<file path="src/rtl/frame_draw_sched.sv">
//------------------------------------------------------------------------------
// frame_draw_sched
// Per-frame draw scheduler: on vertical blank runs the map drawer over the
// frame, then the sprite drawer once per enabled slot in index order, and
// routes the single frame-buffer write port to whichever engine is active.
// Revision: 1.0
//------------------------------------------------------------------------------
`default_nettype none

module frame_draw_sched #(
  parameter int ADDR_W  = 19,
  parameter int NUM_SPR = 8,
  parameter int IDX_W   = 3
) (
  input  logic              clk_i,
  input  logic              rst_ni,
  input  logic              vsync_start_i,
  input  logic [ADDR_W-1:0] map_base_i,
  input  logic [NUM_SPR-1:0] spr_en_i,
  output logic              map_start_o,
  output logic [ADDR_W-1:0] map_base_addr_o,
  input  logic              map_done_i,
  output logic              spr_start_o,
  output logic [IDX_W-1:0]  spr_idx_o,
  input  logic              spr_done_i,
  input  logic              map_we_i,
  input  logic [ADDR_W-1:0] map_addr_i,
  input  logic [31:0]       map_data_i,
  input  logic              spr_we_i,
  input  logic [ADDR_W-1:0] spr_addr_i,
  input  logic [31:0]       spr_data_i,
  output logic              map_frame_rdy_o,
  output logic              spr_frame_rdy_o,
  output logic              fb_we_o,
  output logic [ADDR_W-1:0] fb_addr_o,
  output logic [31:0]       fb_data_o,
  input  logic              fb_rdy_i,
  output logic              busy_o,
  output logic              frame_done_o,
  output logic              overrun_o
);

  typedef enum logic [2:0] {
    S_IDLE     = 3'd0,
    S_MAP_GO   = 3'd1,
    S_MAP_WAIT = 3'd2,
    S_SCAN     = 3'd3,
    S_SPR_GO   = 3'd4,
    S_SPR_WAIT = 3'd5,
    S_FIN      = 3'd6
  } state_e;

  localparam logic [IDX_W-1:0] LAST_IDX = IDX_W'(NUM_SPR - 1);

  state_e             state_q;
  logic [IDX_W-1:0]   ptr_q;
  logic [NUM_SPR-1:0] en_q;
  logic [ADDR_W-1:0]  base_q;
  logic [IDX_W-1:0]   spr_idx_q;
  logic               map_start_q;
  logic               spr_start_q;
  logic               busy_q;
  logic               frame_done_q;
  logic               overrun_q;

  logic map_own;
  logic spr_own;

  // Sequencer: walks map phase then sprite slots; control outputs are
  // registered alongside the state so they change only on clock edges.
  always_ff @(posedge clk_i or negedge rst_ni) begin
    if (!rst_ni) begin
      state_q      <= S_IDLE;
      ptr_q        <= '0;
      en_q         <= '0;
      base_q       <= '0;
      spr_idx_q    <= '0;
      map_start_q  <= 1'b0;
      spr_start_q  <= 1'b0;
      busy_q       <= 1'b0;
      frame_done_q <= 1'b0;
      overrun_q    <= 1'b0;
    end else begin
      map_start_q  <= 1'b0;
      spr_start_q  <= 1'b0;
      frame_done_q <= 1'b0;
      // A new frame request while still composing is flagged, never queued.
      overrun_q    <= vsync_start_i && (state_q != S_IDLE);
      case (state_q)
        S_IDLE: begin
          if (vsync_start_i) begin
            base_q      <= map_base_i;
            en_q        <= spr_en_i;
            ptr_q       <= '0;
            state_q     <= S_MAP_GO;
            map_start_q <= 1'b1;
            busy_q      <= 1'b1;
          end
        end
        S_MAP_GO: state_q <= S_MAP_WAIT;
        S_MAP_WAIT: begin
          if (map_done_i) begin
            ptr_q   <= '0;
            state_q <= S_SCAN;
          end
        end
        S_SCAN: begin
          // The last-slot exit is tested before incrementing, so ptr never wraps.
          if (en_q[ptr_q]) begin
            state_q     <= S_SPR_GO;
            spr_start_q <= 1'b1;
            spr_idx_q   <= ptr_q;
          end else if (ptr_q == LAST_IDX) begin
            state_q      <= S_FIN;
            frame_done_q <= 1'b1;
          end else begin
            ptr_q <= ptr_q + IDX_W'(1);
          end
        end
        S_SPR_GO: state_q <= S_SPR_WAIT;
        S_SPR_WAIT: begin
          if (spr_done_i) begin
            if (ptr_q == LAST_IDX) begin
              state_q      <= S_FIN;
              frame_done_q <= 1'b1;
            end else begin
              ptr_q   <= ptr_q + IDX_W'(1);
              state_q <= S_SCAN;
            end
          end
        end
        S_FIN: begin
          state_q <= S_IDLE;
          busy_q  <= 1'b0;
        end
        default: begin
          state_q <= S_IDLE;
          busy_q  <= 1'b0;
        end
      endcase
    end
  end

  // Write-port owner decode and mux; non-owner requests are dropped.
  always_comb begin
    map_own         = (state_q == S_MAP_GO) || (state_q == S_MAP_WAIT);
    spr_own         = (state_q == S_SPR_GO) || (state_q == S_SPR_WAIT);
    fb_we_o         = 1'b0;
    fb_addr_o       = '0;
    fb_data_o       = '0;
    map_frame_rdy_o = map_own & fb_rdy_i;
    spr_frame_rdy_o = spr_own & fb_rdy_i;
    if (map_own) begin
      fb_we_o   = map_we_i;
      fb_addr_o = map_addr_i;
      fb_data_o = map_data_i;
    end else if (spr_own) begin
      fb_we_o   = spr_we_i;
      fb_addr_o = spr_addr_i;
      fb_data_o = spr_data_i;
    end
  end

  assign map_start_o     = map_start_q;
  assign map_base_addr_o = base_q;
  assign spr_start_o     = spr_start_q;
  assign spr_idx_o       = spr_idx_q;
  assign busy_o          = busy_q;
  assign frame_done_o    = frame_done_q;
  assign overrun_o       = overrun_q;

endmodule

`default_nettype wire

</file>
<file path="config.mk">
export PLATFORM = sky130hd
export DESIGN_NAME = frame_draw_sched
export DESIGN_NICKNAME = d
export VERILOG_FILES = /design/src/rtl/frame_draw_sched.sv
export SDC_FILE = /design/constraint.sdc
export NUM_CORES = 1
export LEC_CHECK = 0
export CORE_MARGIN = 1
export CORE_UTILIZATION = 30
export CTS_BUF_LIST = sky130_fd_sc_hd__clkbuf_8 sky130_fd_sc_hd__clkbuf_16
export DETAILED_ROUTE_END_ITERATION = 7
export GPL_TIMING_DRIVEN = 1
export PLACE_DENSITY = 0.85
export SLEW_MARGIN = 30
export SYNTH_ARGS = -nofsm -noshare
export SYNTH_HDL_FRONTEND = slang
export SYNTH_SLANG_ARGS = --single-unit
</file>
<file path="constraint.sdc">
create_clock -name clk_i -period 3.9 [get_ports clk_i]
set_clock_uncertainty 0.2 [all_clocks]
set_input_delay 0.78 -clock clk_i [delete_from_list [all_inputs] [get_ports clk_i]]
set_output_delay 0.78 -clock clk_i [all_outputs]
set_load 0.02 [all_outputs]
</file>
==> run metrics, run 1 <==
outcome=finished clean; Setup Viol. Count Final=0; antenna violations before repair=0; Critical Path End Type=primary output; kind of critical path=flip-flop to primary output; Final ANT Viol Nets=0; Clock transition at path regs=approximately 80 ps; Net Switching=roughly 1.7 mW; overall power=slightly below 4 mW; Most used DFF post-synth=dfrtp_1; First-pass DRT Iterations=4; vias post-DR=2615; critical path cell sequence=inv_1, nor2_4, buf_4, a22o_1, clkdlybuf4s50_1; CP peak stage delay=650 ps; RSZ-0062 raised after global routing=no; Chip Height=~93 um; diodes inserted=0; Vias/cell=5.01; Residual DRC=0; R2R depth=5; final hold viol count=0; Worst VDD drop=0.377 mV; hold_buf cts=0; Critical R2R Launch=state_q[2]; row cnt=32; register-to-register setup slack=1790 ps; area occupied by multi-input gates=1290 sq um; Root Driver=clkbuf_8; vias in the first global route=between 2000 and 3000; core area=between 7000 and 8000 sq um; GRT overflow=0; most frequent cells in the layout=clkdlybuf4s50_1, a22o_1, dfrtp_1; Clk Latency, worst-skew pair=slightly below 300 ps; Total Routing Usage GR=between 20% and 30%; cells after synthesis=between 200 and 250; synth warn=0; r2r endpoint=state_q[2]; clk buf depth=2; synth-to-layout area growth=91.2%; Synth cell types=47; P_int=around 2.3 mW; Sequential Power Share=20.0%; cell area after synthesis=~2500 sq um; CP max FO=21; WP data required=between 2000 and 3000 ps; post-CTS resize count=0; Comb pwr share=72.2%; fin nets=about 560; register area=approximately 1000 sq um; asr flop ratio synth=100%; CTS Buf Count=5; Max Freq=274 MHz; sequential element share of the synthesized area=41.2%; Iter 0 DRT Violations=124; Startpoint Class=flip-flop; Hold Crit Class=primary input to async pin; Total Wirelength=9.06 mm; final hold slack=262 ps; WL/cell=about 17 um; Leakage=about 1.9 nW; share of cells above drive strength 1=approximately an eighth; setup bufs post-CTS=0; # Max-Cap Violations=0; Fin Setup TNS=0 ps; switching share of power=between 40 and 50%; Slowest-stage cell, CP=dfrtp_1; Final Util=around three fifths; Clk pwr share=~7.8%; largest net degree at the start of global routing=42; syn_area_per_cell=11.9 sq um; fill count=669; # clock sinks=41; die extent in x=about 93 um; H-tree levels=2; Die ar.=roughly 8700 sq um; Slew Viols, Final=0; post-DP HPWL=between 7 and 8 mm; arrival time at the worst endpoint=2670 ps; cell area after layout=4760 sq um; CTS tree=built; synthesized flop and latch total=41; PwrDens=822 nW/um^2; period utilization=a little over nine tenths; Slew HR=between 60% and 70%; Area after DPL=4660 sq um; Slew @ Worst Pin=529 ps; post-layout min period=3650 ps; initial core utilization=between 30% and 40%; global-route wire length before repair=~14 mm; I/O Pins=approximately 220; most common cell after layout, fill and taps aside=clkdlybuf4s50_1; Syn Nets=~350; EDFF count, synth=0; RePlAce Congestion=0.882; Buffers on Ports=217
==> final cells by class <==
| cell class | instances | area share, % |
|---|---|---|
| clock buffer | 7 | 2.02 |
| clock inverter | 1 | 0.105 |
| inverter | 5 | 0.394 |
| multi-input combinational | 146 | 27.0 |
| sequential | 41 | 21.5 |
| tap | 102 | 2.68 |
| timing repair buffer | 220 | 46.3 |
==> power by group through the flow <==
stage	Combinational, mW	Sequential (mW)	Clock [mW]
after floorplan	1.62	0.880	0
after global placement	2.78	0.774	0
after detailed placement	2.84	0.792	0
after CTS	2.85	0.785	0.314
after global routing	3.01	0.817	0.338
final	2.83	0.783	0.305
==> how the worst max path moves through the flow <==
| stage | cells after the start | endpoint | slack [ps] | startpoint |
|---|---|---|---|---|
| after floorplan | 4 | fb_addr_o[0] | 1570 | state_q[1] |
| after global placement | 5 | fb_data_o[18] | 720 | state_q[2] |
| after detailed placement | 5 | fb_data_o[30] | 580 | state_q[2] |
| after CTS | 5 | fb_data_o[30] | 240 | state_q[2] |
| after global routing | 5 | fb_data_o[30] | 20 | state_q[2] |
| final | 5 | fb_data_o[31] | 250 | state_q[2] |
==> Yosys cell counts (2+ instances only) <==
| master | count | area [sq um] |
|---|---|---|
| nor2_1 | 3 | 11.3 |
| mux2i_1 | 4 | 40.0 |
| ha_1 | 2 | 25.0 |
| a22oi_1 | 2 | 15.0 |
| nand2b_1 | 3 | 18.8 |
| clkbuf_8 | 2 | 27.5 |
| a31oi_1 | 2 | 12.5 |
| nor2b_1 | 2 | 12.5 |
| inv_1 | 5 | 18.8 |
| nand3_1 | 2 | 10.0 |
| buf_6 | 10 | 113 |
| a22oi_2 | 2 | 25.0 |
| a22o_1 | 52 | 455 |
| nand2_1 | 3 | 11.3 |
| dfrtp_1 | 41 | 1030 |
| clkbuf_1 | 5 | 18.8 |
| o211ai_2 | 3 | 37.5 |
| nand4_1 | 6 | 37.5 |
| and2_1 | 2 | 12.5 |
| o21ai_0 | 4 | 20.0 |
| o21ai_1 | 3 | 15.0 |
| and3_1 | 2 | 12.5 |
| mux2_2 | 26 | 293 |
==> logic make-up after synthesis <==
group,count (synthesis),synth area share (%)
compound gates,76,26.0
xor+xnor,2,1.00
fa+ha+maj,2,1.00
buf+inv,23,7.43
flops,41,41.2
mux,31,14.0
simple gates,35,9.44
==> per-layer routing <==
layer | vias up | global-route usage (%) | routed length, um
met5 | - | 0 | 0
met2 | 130 | 36.0 | 4580
met4 | 0 | 6.15 | 224
met1 | 1237 | 24.2 | 3440
li1 | 1233 | - | -
met3 | 15 | 6.91 | 817
==> state kept, by name, summed over array words and instances (netlist names) <==
register         flops
spr_start_o          1
state_q              3
map_base_addr_o     19
frame_done_o         1
busy_o               1
spr_idx_o            3
en_q                 8
ptr_q                3
overrun_o            1
map_start_o          1
==> per-stage QoR <==
step                std cells  worst slack, ps
floorplan                 210             1570
global placement          514              724
detailed placement        514              576
CTS                       522              244
global route              522             21.4
finish                    522              248
==> worst max-delay path: cells and delay by family (launching register included) <==
kind                   cells  cell delay [ps]
AND/OR/NAND/NOR            1              410
flip-flops                 1              650
AO/OA/AOI/OAI              1              180
buffers and inverters      3             1130
No activity file was read; power rests on OpenSTA's default activity.
==> inputs of run 2 (changes only) <==
--- a/config.mk
+++ b/config.mk
@@ -8,6 +8,7 @@
 export CORE_MARGIN = 1
 export CORE_UTILIZATION = 30
 export CTS_BUF_LIST = sky130_fd_sc_hd__clkbuf_8 sky130_fd_sc_hd__clkbuf_16
+export CTS_CLUSTER_SIZE = 8
 export DETAILED_ROUTE_END_ITERATION = 7
 export GPL_TIMING_DRIVEN = 1
 export PLACE_DENSITY = 0.85
==> results of run 2 <==
Same layout as run 1: the final DEF is identical, and so are final timing and power.
